`src/rtl/keypad_pkg.sv`:
```
// Shared definitions for the 4x4 matrix keypad scanner.
// Latency: n/a (types, constants and a column-drive helper only).
// Backpressure: n/a.
//
// Contents: debounce FSM state encoding, key code / matrix geometry,
// column-drive reset pattern and a helper that maps a column index to
// its active-low drive pattern.
package keypad_pkg;

   localparam int KEY_CODE_W = 4;
   localparam int NUM_COLS   = 4;
   localparam int NUM_ROWS   = 4;
   localparam logic [NUM_COLS-1:0] COL_RESET = 4'b1110;

   typedef enum logic [1:0] {
      ST_IDLE        = 2'd0,
      ST_PRESS_CHK   = 2'd1,
      ST_HELD        = 2'd2,
      ST_RELEASE_CHK = 2'd3
   } state_t;

   // Active-low drive: all columns released except the selected one.
   function automatic logic [NUM_COLS-1:0] col_drive(input logic [1:0] idx);
      return ~(NUM_COLS'(1) << idx);
   endfunction

endpackage

```
`src/rtl/keypad_scanner_scan_tick_gen.sv`:
```
// Column-step divider: counts 0..SCAN_DIV and flags the terminal count.
// Latency: o_tick is combinational from the counter, high one cycle in SCAN_DIV+1.
// Backpressure: none; free-running.
//
// Ports:
//   clock_in  system clock
//   reset     asynchronous, active-high
//   o_tick    one-cycle pulse when the count equals SCAN_DIV
module scan_tick_gen #(
   parameter int SCAN_DIV = 24999
) (
   input  logic clock_in,
   input  logic reset,
   output logic o_tick
);

   localparam int DIV_W = (SCAN_DIV < 2) ? 2 : $clog2(SCAN_DIV + 1);

   logic [DIV_W-1:0] r_count;
   logic             w_terminal;

   assign w_terminal = (r_count == DIV_W'(SCAN_DIV));
   assign o_tick     = w_terminal;

   always_ff @(posedge clock_in or posedge reset) begin
      if (reset) begin
         r_count <= '0;
      end else if (w_terminal) begin
         r_count <= '0;
      end else begin
         r_count <= r_count + DIV_W'(1);
      end
   end

endmodule

```
`src/rtl/keypad_scanner.sv`:
```
// 4x4 keypad scanner: column scan, row synchronizer, per-scan key pick and debounce.
// Latency: a stable press is accepted at the end of its DEBOUNCE_SCANS-th full scan (4*(SCAN_DIV+1) clocks each).
// Backpressure: none; key_valid is a single-cycle strobe the consumer must take when offered.
//
// Ports:
//   clock_in   system clock (nominally 25 MHz)
//   reset      asynchronous, active-high
//   row_in     keypad rows, active-low, asynchronous to clock_in
//   col_out    active-low column drive, exactly one bit low
//   key_code   {col[1:0], row[1:0]} of the last accepted key
//   key_valid  one-cycle pulse on an accepted press
//   key_held   high while the accepted key is considered pressed
module keypad_scanner
   import keypad_pkg::*;
#(
   parameter int SCAN_DIV       = 24999,
   parameter int DEBOUNCE_SCANS = 4
) (
   input  logic                  clock_in,
   input  logic                  reset,
   input  logic [NUM_ROWS-1:0]   row_in,
   output logic [NUM_COLS-1:0]   col_out,
   output logic [KEY_CODE_W-1:0] key_code,
   output logic                  key_valid,
   output logic                  key_held
);

   localparam int CNT_W = $clog2(DEBOUNCE_SCANS + 1);

   logic                  w_tick;
   logic [NUM_ROWS-1:0]   r_row_meta;
   logic [NUM_ROWS-1:0]   r_row_sync;
   logic [1:0]            r_col_idx;
   logic [NUM_COLS-1:0]   r_col_out;
   logic                  r_acc_vld;
   logic [KEY_CODE_W-1:0] r_acc_code;

   logic                  w_col_hit;
   logic [1:0]            w_col_row;
   logic                  w_scan_done;
   logic                  w_scan_pressed;
   logic [KEY_CODE_W-1:0] w_scan_code;

   state_t                r_state;
   state_t                w_state_nxt;
   logic [KEY_CODE_W-1:0] r_cand;
   logic [KEY_CODE_W-1:0] w_cand_nxt;
   logic [CNT_W-1:0]      r_cnt;
   logic [CNT_W-1:0]      w_cnt_nxt;
   logic [KEY_CODE_W-1:0] r_key_code;
   logic [KEY_CODE_W-1:0] w_code_nxt;
   logic                  r_key_valid;
   logic                  w_valid_nxt;
   logic                  r_key_held;

   scan_tick_gen #(.SCAN_DIV(SCAN_DIV)) u_tick (
      .clock_in (clock_in),
      .reset    (reset),
      .o_tick   (w_tick)
   );

   // Rows idle high (pull-ups), so the synchronizer resets to "nothing pressed".
   always_ff @(posedge clock_in or posedge reset) begin
      if (reset) begin
         r_row_meta <= '1;
         r_row_sync <= '1;
      end else begin
         r_row_meta <= row_in;
         r_row_sync <= r_row_meta;
      end
   end

   // Lowest pressed row in the column currently being sampled.
   always_comb begin
      w_col_hit = 1'b0;
      w_col_row = '0;
      for (int r = NUM_ROWS - 1; r >= 0; r--) begin
         if (!r_row_sync[r]) begin
            w_col_hit = 1'b1;
            w_col_row = 2'(r);
         end
      end
   end

   // Columns are visited in ascending order, so an earlier hit in this scan
   // always has a lower code than anything found now.
   assign w_scan_done    = w_tick && (r_col_idx == 2'(NUM_COLS - 1));
   assign w_scan_pressed = r_acc_vld | w_col_hit;
   assign w_scan_code    = r_acc_vld ? r_acc_code : {r_col_idx, w_col_row};

   always_ff @(posedge clock_in or posedge reset) begin
      if (reset) begin
         r_col_idx  <= '0;
         r_col_out  <= COL_RESET;
         r_acc_vld  <= 1'b0;
         r_acc_code <= '0;
      end else if (w_tick) begin
         r_col_idx <= r_col_idx + 2'd1;
         r_col_out <= col_drive(r_col_idx + 2'd1);
         if (w_scan_done) begin
            r_acc_vld  <= 1'b0;
            r_acc_code <= '0;
         end else begin
            r_acc_vld  <= w_scan_pressed;
            r_acc_code <= w_scan_code;
         end
      end
   end

   // Debounce FSM: state register.
   always_ff @(posedge clock_in or posedge reset) begin
      if (reset) begin
         r_state     <= ST_IDLE;
         r_cand      <= '0;
         r_cnt       <= '0;
         r_key_code  <= '0;
         r_key_valid <= 1'b0;
         r_key_held  <= 1'b0;
      end else begin
         r_state     <= w_state_nxt;
         r_cand      <= w_cand_nxt;
         r_cnt       <= w_cnt_nxt;
         r_key_code  <= w_code_nxt;
         r_key_valid <= w_valid_nxt;
         r_key_held  <= (w_state_nxt == ST_HELD) || (w_state_nxt == ST_RELEASE_CHK);
      end
   end

   // Debounce FSM: next state, evaluated only on scan-complete ticks.
   always_comb begin
      w_state_nxt = r_state;
      w_cand_nxt  = r_cand;
      w_cnt_nxt   = r_cnt;
      w_code_nxt  = r_key_code;
      w_valid_nxt = 1'b0;
      if (w_scan_done) begin
         case (r_state)
            ST_IDLE: begin
               if (w_scan_pressed) begin
                  w_state_nxt = ST_PRESS_CHK;
                  w_cand_nxt  = w_scan_code;
                  w_cnt_nxt   = CNT_W'(1);
               end
            end
            ST_PRESS_CHK: begin
               if (!w_scan_pressed) begin
                  w_state_nxt = ST_IDLE;
               end else if (w_scan_code != r_cand) begin
                  w_cand_nxt = w_scan_code;
                  w_cnt_nxt  = CNT_W'(1);
               end else if (r_cnt + CNT_W'(1) == CNT_W'(DEBOUNCE_SCANS)) begin
                  w_state_nxt = ST_HELD;
                  w_code_nxt  = r_cand;
                  w_valid_nxt = 1'b1;
                  w_cnt_nxt   = r_cnt + CNT_W'(1);
               end else begin
                  w_cnt_nxt = r_cnt + CNT_W'(1);
               end
            end
            ST_HELD: begin
               if (!w_scan_pressed || (w_scan_code != r_key_code)) begin
                  w_state_nxt = ST_RELEASE_CHK;
                  w_cnt_nxt   = CNT_W'(1);
               end
            end
            ST_RELEASE_CHK: begin
               if (w_scan_pressed && (w_scan_code == r_key_code)) begin
                  w_state_nxt = ST_HELD;
               end else if (r_cnt + CNT_W'(1) == CNT_W'(DEBOUNCE_SCANS)) begin
                  w_state_nxt = ST_IDLE;
                  w_cnt_nxt   = '0;
               end else begin
                  w_cnt_nxt = r_cnt + CNT_W'(1);
               end
            end
            default: w_state_nxt = ST_IDLE;
         endcase
      end
   end

   assign col_out   = r_col_out;
   assign key_code  = r_key_code;
   assign key_valid = r_key_valid;
   assign key_held  = r_key_held;

endmodule

```
`config.mk`:
```
export PLATFORM = sky130hd
export DESIGN_NAME = keypad_scanner
export DESIGN_NICKNAME = d
export VERILOG_FILES = /design/src/rtl/keypad_pkg.sv /design/src/rtl/keypad_scanner_scan_tick_gen.sv /design/src/rtl/keypad_scanner.sv
export SDC_FILE = /design/constraint.sdc
export NUM_CORES = 1
export LEC_CHECK = 0
export CORE_MARGIN = 10
export CORE_UTILIZATION = 58
export DETAILED_ROUTE_END_ITERATION = 12
export PLACE_DENSITY_LB_ADDON = 0.15
export SYNTH_ARGS = -nofsm -noshare
export SYNTH_HDL_FRONTEND = slang
export SYNTH_SLANG_ARGS = --single-unit
```
`constraint.sdc`:
```
create_clock -name clock_in -period 2.3 [get_ports clock_in]
set_input_delay 0.46 -clock clock_in [delete_from_list [all_inputs] [get_ports clock_in]]
set_output_delay 0.46 -clock clock_in [all_outputs]
set_load 0.02 [all_outputs]
```
==> results.py, run 1 <==
metrics = {
    "yosys": {
        "synthCells": 216,
        "ys.warnings.count": 0,
        "syn_area_um2": 2432,
        "synth_seq_cells": 49,
        "synth-edff-count": 0,
        "synth.avg_cell_area_um2": 11.26,
        "yosysUniqueCellTypes": 49,
        "synth_ff_type": "dfrtp_1",
        "synth-async-reset-ratio_pct": 100.0,
        "ys_seq_area_share_pct": 50.98,
        "synth_fp_nets": 229,
    },
    "floorplanning": {
        "ios": 16,
        "die-area_um2": 7184,
        "die_w_um": 84.76,
        "placementRows": 23,
        "design.core.area_um2": 4029,
        "start_util_pct": 60.37,
        "die_h_um": 84.76,
    },
    "clock_network": {
        "cts_max_level": 2,
        "cts_num_sinks": 49,
        "cts-buffers-inserted": 5,
        "root_buffer": "clkbuf_8",
        "cts_tree": "yes",
        "cts_hold_buf": 0,
        "clock_latency_ns": 0.30,
        "clock_tree.buffer_depth": 2,
        "clk_pin_slew_ns": 0.08,
    },
    "setup_path": {
        "critPathTopFamily": "multiplexers",
        "critPathLaunch": "r_acc_vld$_DFFE_PP0N_",
        "max_stage_delay_ns": 0.47,
        "slowest_stage": "dfrtp_2",
        "r2r_start": "r_acc_vld$_DFFE_PP0N_",
        "crit_arrival_ns": 2.38,
        "cp_max_fo": 8,
        "cp_num_buf_inv": 1,
        "end_kind": "flip-flop",
        "start_kind": "flip-flop",
        "cp_cell_sequence": "buf_12 > mux2i_1 > a31oi_4 > xor2_1 > nor3_4 > nand4_4 > mux2_2",
        "crit_type": "flip-flop to flip-flop",
        "required_ns": 2.48,
    },
    "placement": {
        "io_buffers": 15,
        "dp_hpwl_mm": 3.304,
        "dp.cells": 281,
        "gp_congestion": 0.9451,
    },
    "sta": {
        "skew_ns": 0.006856,
        "slew_viol_final": 0,
        "hold_viol": 0,
        "layout_min_cycle_time_ns": 2.194,
        "setup_tns_ns": 0,
        "maxSlewHeadroom_pct": 61.00,
        "post-route-period-util_pct": 95.39,
        "max_freq_mhz": 455.8,
        "tightest_slew_ns": 0.5850,
        "setup_viol": 0,
    },
    "detailed_routing": {
        "routed_wl_mm": 4.615,
        "viasPerCell": 5.907,
        "first_iter_violations": 78,
        "vias": 1719,
        "wire_per_inst_um": 15.86,
        "route.antenna.remaining_nets": 0,
        "drc": 0,
        "firstDrtPassIters": 4,
    },
    "global_route": {
        "grt-ovfl-total": 0,
        "grt_pass1_vias": 1735,
        "grt_max_degree": 50,
        "track_usage_pct": 12.99,
        "antenna_found_initial": 0,
        "grt_pass1_wl_mm": 7.914,
    },
    "cells_and_area": {
        "final_common_cell": "dfrtp_1",
        "areaGrowthSynthToFinish_pct": 13.89,
        "regArea_um2": 1241,
        "multiInputGateArea_um2": 1131,
        "n_fill_cell": 319,
        "drive_gt1_share_pct": 19.09,
        "final_nets": 253,
        "insertedDiodeCount": 0,
        "layout_common_cells": "dfrtp_1, nand2_1, clkdlybuf4s50_1",
        "finalNonFillerCells": 291,
    },
    "min_path": {
        "hold_path_startpoint": "r_row_meta[3]$_DFF_PP1_",
        "min_path_type": "flip-flop to flip-flop",
    },
    "job": {
        "cap_violations": 0,
    },
    "pwr": {
        "leakage_nw": 1.228,
        "ir_worst_vdd_v": 0.0004268,
        "power_density_nw_per_um2": 509.8,
    },
    "run_status": {
        "outcome": "finished, final reports clean",
    },
}
==> sequential cells by signal, summed over array words and instances (netlist names) <==
register        cells
r_row_sync          4
r_acc_code          4
r_cand              4
r_row_meta          4
key_code            4
col_out             4
key_valid           1
r_state             2
r_acc_vld           1
r_col_idx           2
u_tick.r_count     15
key_held            1
r_cnt               3
==> synth_stat cells, types with 2 or more instances <==
library cell,number,area (µm²)
a311oi_1,2,17.52
or3_1,2,12.51
o211ai_1,2,15.01
nand2_1,19,71.32
dfrtp_1,38,950.9
mux2_4,2,30.03
xor2_1,9,78.83
nor2_1,11,41.29
dfstp_2,11,289.0
and4_1,3,26.28
nand3_1,12,60.06
ha_1,7,87.58
and2_1,2,12.51
mux2i_1,4,40.04
inv_1,10,37.54
clkbuf_1,3,11.26
nand4_1,3,18.77
mux2_2,6,67.56
nor2b_1,2,12.51
a22o_1,3,26.28
xnor2_1,13,113.9
o21ai_0,14,70.07
nor3_4,2,32.53
a21oi_1,4,20.02
nor3_1,5,25.02
nor4_1,3,18.77
a31oi_1,2,12.51
==> report_power, final <==
part	leakage, nW	total (mW)	switching, mW	internal, mW
clock	0.0450	0.478	0.267	0.211
sequential	0.630	0.879	0.00508	0.874
combinational	0.553	0.0553	0.0341	0.0212
==> what timing repair did <==
item                                    in CTS  in global routing
endpoints found under the setup margin       0                  9
resized for setup                            0                  3
setup buffers                                0                  2
==> metal layers <==
metal | vias to the layer above | GRT usage [%] | wire length (µm)
met2 | 52 | 20.86 | 2198
met5 | - | 0 | 0
met1 | 838 | 16.18 | 2104
met4 | 0 | 5.240 | 119
met3 | 13 | 3.382 | 194
li1 | 816 | - | -
==> metrics by stage <==
stage	util (%)	instance area, µm²	total power, mW	worst slack [ns]	hold WS (ns)
floorplan	-	2432	0.9280	0.2175	0.3452
global placement	65.84	2653	0.9465	0.1274	0.3455
detailed placement	65.84	2653	0.9484	0.03028	0.3481
CTS	67.89	2735	1.423	0.01249	0.3601
global route	68.76	2770	1.467	-0.02479	0.3616
finish	68.76	2770	1.412	0.1060	0.3581
==> cell type report <==
class / count / share of cell area, %
sequential: 49 / 44.81
multi-input combinational: 152 / 40.83
timing repair buffer: 22 / 7.769
clock buffer: 6 / 2.620
tap: 50 / 2.258
inverter: 10 / 1.355
clock inverter: 2 / 0.3613
==> cells by family (layout without fill, tap and decap cells) <==
group,count (synthesis),in the layout,share of synthesized area [%]
compound gates,37,37,10.91
xor+xnor,22,22,7.922
fa+ha+maj,7,7,3.601
buf+inv,15,40,2.778
flops,49,49,50.98
mux,13,13,6.224
simple gates,73,73,17.59
==> final timing paths <==
path,end,slack (ns),depth (start not counted)
setup / recovery,key_code[2]$_DFFE_PP0P_,0.11,7
hold / removal,r_row_sync[3]$_DFF_PP1_,0.36,0
setup reg to reg,key_code[2]$_DFFE_PP0P_,0.11,7
hold reg to reg,r_row_sync[3]$_DFF_PP1_,0.36,0
max in group asynchronous,r_acc_vld$_DFFE_PP0N_,1.25,3
min in group asynchronous,u_tick.r_count[0]$_DFF_PP0_,0.63,3
(Power assumes the default switching activity.)
==> run 2, diff against run 1 <==
Settings changed: REMOVE_ABC_BUFFERS from default to 1.
==> run 2 against run 1 <==
  * Sequential share of layout area fell by 0.54 points
  * Die area is the same
  * Non-clock buffer count grew 3
  * Global-route usage up 0.54 points
  * Design area up 1.2%
  * Via count is 0.47% lower
  * Maximum frequency decreased by 0.90%
  * Critical path type unchanged
  * Critical endpoint is now r_cnt[0]$_DFFE_PP0P_
  * Largest power group unchanged
==> results.py, run 2 (synthesized netlist as in run 1, its figures left out) <==
metrics = {
    "setup_path": {
        "end_kind": "flip-flop",
        "cp_cell_sequence": "buf_4 > mux2i_1 > xnor2_1 > a211oi_1 > a31oi_2 > a41oi_1 > o211a_1",
        "slowest_stage": "dfrtp_2",
        "crit_arrival_ns": 2.46,
        "cp_max_fo": 10,
        "critPathTopFamily": "compound AO/OA/AOI/OAI gates",
        "crit_type": "flip-flop to flip-flop",
        "max_stage_delay_ns": 0.49,
        "cp_num_buf_inv": 1,
        "required_ns": 2.54,
        "start_kind": "flip-flop",
    },
    "floorplanning": {
        "ios": 16,
        "start_util_pct": 60.37,
        "design.core.area_um2": 4029,
        "die-area_um2": 7184,
        "die_h_um": 84.76,
        "placementRows": 23,
        "die_w_um": 84.76,
    },
    "sta": {
        "tightest_slew_ns": 0.5204,
        "post-route-period-util_pct": 96.26,
        "maxSlewHeadroom_pct": 64.94,
        "max_freq_mhz": 451.7,
        "skew_ns": 0.007914,
        "hold_viol": 0,
        "slew_viol_final": 0,
        "layout_min_cycle_time_ns": 2.214,
        "setup_viol": 0,
        "setup_tns_ns": 0,
    },
    "placement": {
        "dp.cells": 283,
        "dpl-instance-area_um2": 2680,
        "dp_hpwl_mm": 3.450,
        "gp_congestion": 0.9330,
        "io_buffers": 15,
    },
    "pwr": {
        "ir_worst_vdd_v": 0.0003070,
        "leakage_nw": 1.239,
        "p_total_mw": 1.424,
        "power_density_nw_per_um2": 507.7,
    },
    "run_status": {
        "outcome": "finished, final reports clean",
    },
    "clock_network": {
        "cts_hold_buf": 0,
        "cts_num_sinks": 49,
        "cts_max_level": 2,
        "cts_tree": "yes",
        "clock_latency_ns": 0.30,
        "clk_pin_slew_ns": 0.09,
        "clock_tree.buffer_depth": 2,
        "cts-buffers-inserted": 5,
        "root_buffer": "clkbuf_8",
    },
    "detailed_routing": {
        "wire_per_inst_um": 16.49,
        "drc": 0,
        "viasPerCell": 5.820,
        "route.met3.wl_um": 202,
        "vias": 1711,
        "first_iter_violations": 97,
        "drt-met1-wl_mm": 2.170,
        "route.antenna.remaining_nets": 0,
        "route.met2.wl_mm": 2.422,
        "firstDrtPassIters": 4,
        "highest_layer": "met4",
        "routed_wl_mm": 4.849,
    },
    "global_route": {
        "grt_pass1_wl_mm": 8.252,
        "antenna_found_initial": 0,
        "grt_pass1_vias": 1746,
        "grt_max_degree": 27,
        "grt-ovfl-total": 0,
        "track_usage_pct": 13.53,
    },
    "cells_and_area": {
        "insertedDiodeCount": 0,
        "final_nets": 256,
        "regMostFlops": "u_tick.r_count",
        "areaGrowthSynthToFinish_pct": 15.28,
        "layout_common_cells": "dfrtp_1, nand2_1, clkdlybuf4s50_1",
        "largest_reg_flops": 15,
        "drive_gt1_share_pct": 20.08,
        "postLayoutCellArea_um2": 2804,
        "final_common_cell": "dfrtp_1",
        "finalNonFillerCells": 294,
    },
    "job": {
        "cap_violations": 0,
    },
    "min_path": {
        "min_path_type": "flip-flop to flip-flop",
    },
}
-- run 2: cell count changes in the layout (fill, tap and decap cells not counted), sizes merged --
cell / delta
buf: +3
clkinv: -2
clkbuf: +1
clkinvlp: +1
-- run 2: metrics by stage --
step | utilization (%) | hold slack (ns) | setup WS (ns)
5_1_grt | 69.60 | 0.3619 | -0.008233
6_report | 69.60 | 0.3588 | 0.08613
2_1_floorplan | - | 0.3452 | 0.01075
3_5_place_dp | 66.52 | 0.3482 | 0.01765
3_3_place_gp | 66.52 | 0.3470 | 0.1303
4_1_cts | 68.63 | 0.3602 | 0.03289
-- run 2: worst paths after layout --
kind                                    startpoint                     endpoint  slack (ns)  cells past startpoint
hold reg to reg            r_row_meta[2]$_DFF_PP1_      r_row_sync[2]$_DFF_PP1_        0.36                      0
setup / recovery             r_acc_vld$_DFFE_PP0N_         r_cnt[0]$_DFFE_PP0P_        0.09                      7
max in group asynchronous                    reset      r_row_sync[1]$_DFF_PP1_        1.20                      3
setup reg to reg             r_acc_vld$_DFFE_PP0N_         r_cnt[0]$_DFFE_PP0P_        0.09                      7
hold / removal             r_row_meta[2]$_DFF_PP1_      r_row_sync[2]$_DFF_PP1_        0.36                      0
min in group asynchronous                    reset  u_tick.r_count[1]$_DFF_PP0_        0.51                      2
-- run 2: final cells by class --
| type | instances | area (µm²) |
|---|---|---|
| clock buffer | 7 | 76.32 |
| clock inverter | 1 | 7.507 |
| fill | 298 | 1225 |
| inverter | 10 | 37.54 |
| multi-input combinational | 152 | 1141 |
| sequential | 49 | 1241 |
| tap | 50 | 62.56 |
| timing repair buffer | 25 | 237.7 |
-- run 2: power by group --
part / internal, mW / total [mW] / switching, mW
logic: 0.0218 / 0.0568 / 0.0350
registers: 0.874 / 0.880 / 0.00611
clock network: 0.215 / 0.487 / 0.271
total: 1.11 / 1.42 / 0.312
-- run 2: layer usage --
metal,GRT usage (%),up-vias
met1,17.13,841
met3,3.382,8
met4,4.341,0
met2,22.03,42
met5,0,-
li1,-,820
-- run 2: timing repair --
item	4_1_cts	5_1_grt
setup buffers	0	3
setup endpoints to repair	1	9
gates resized for setup	1	3
pin swaps	0	1
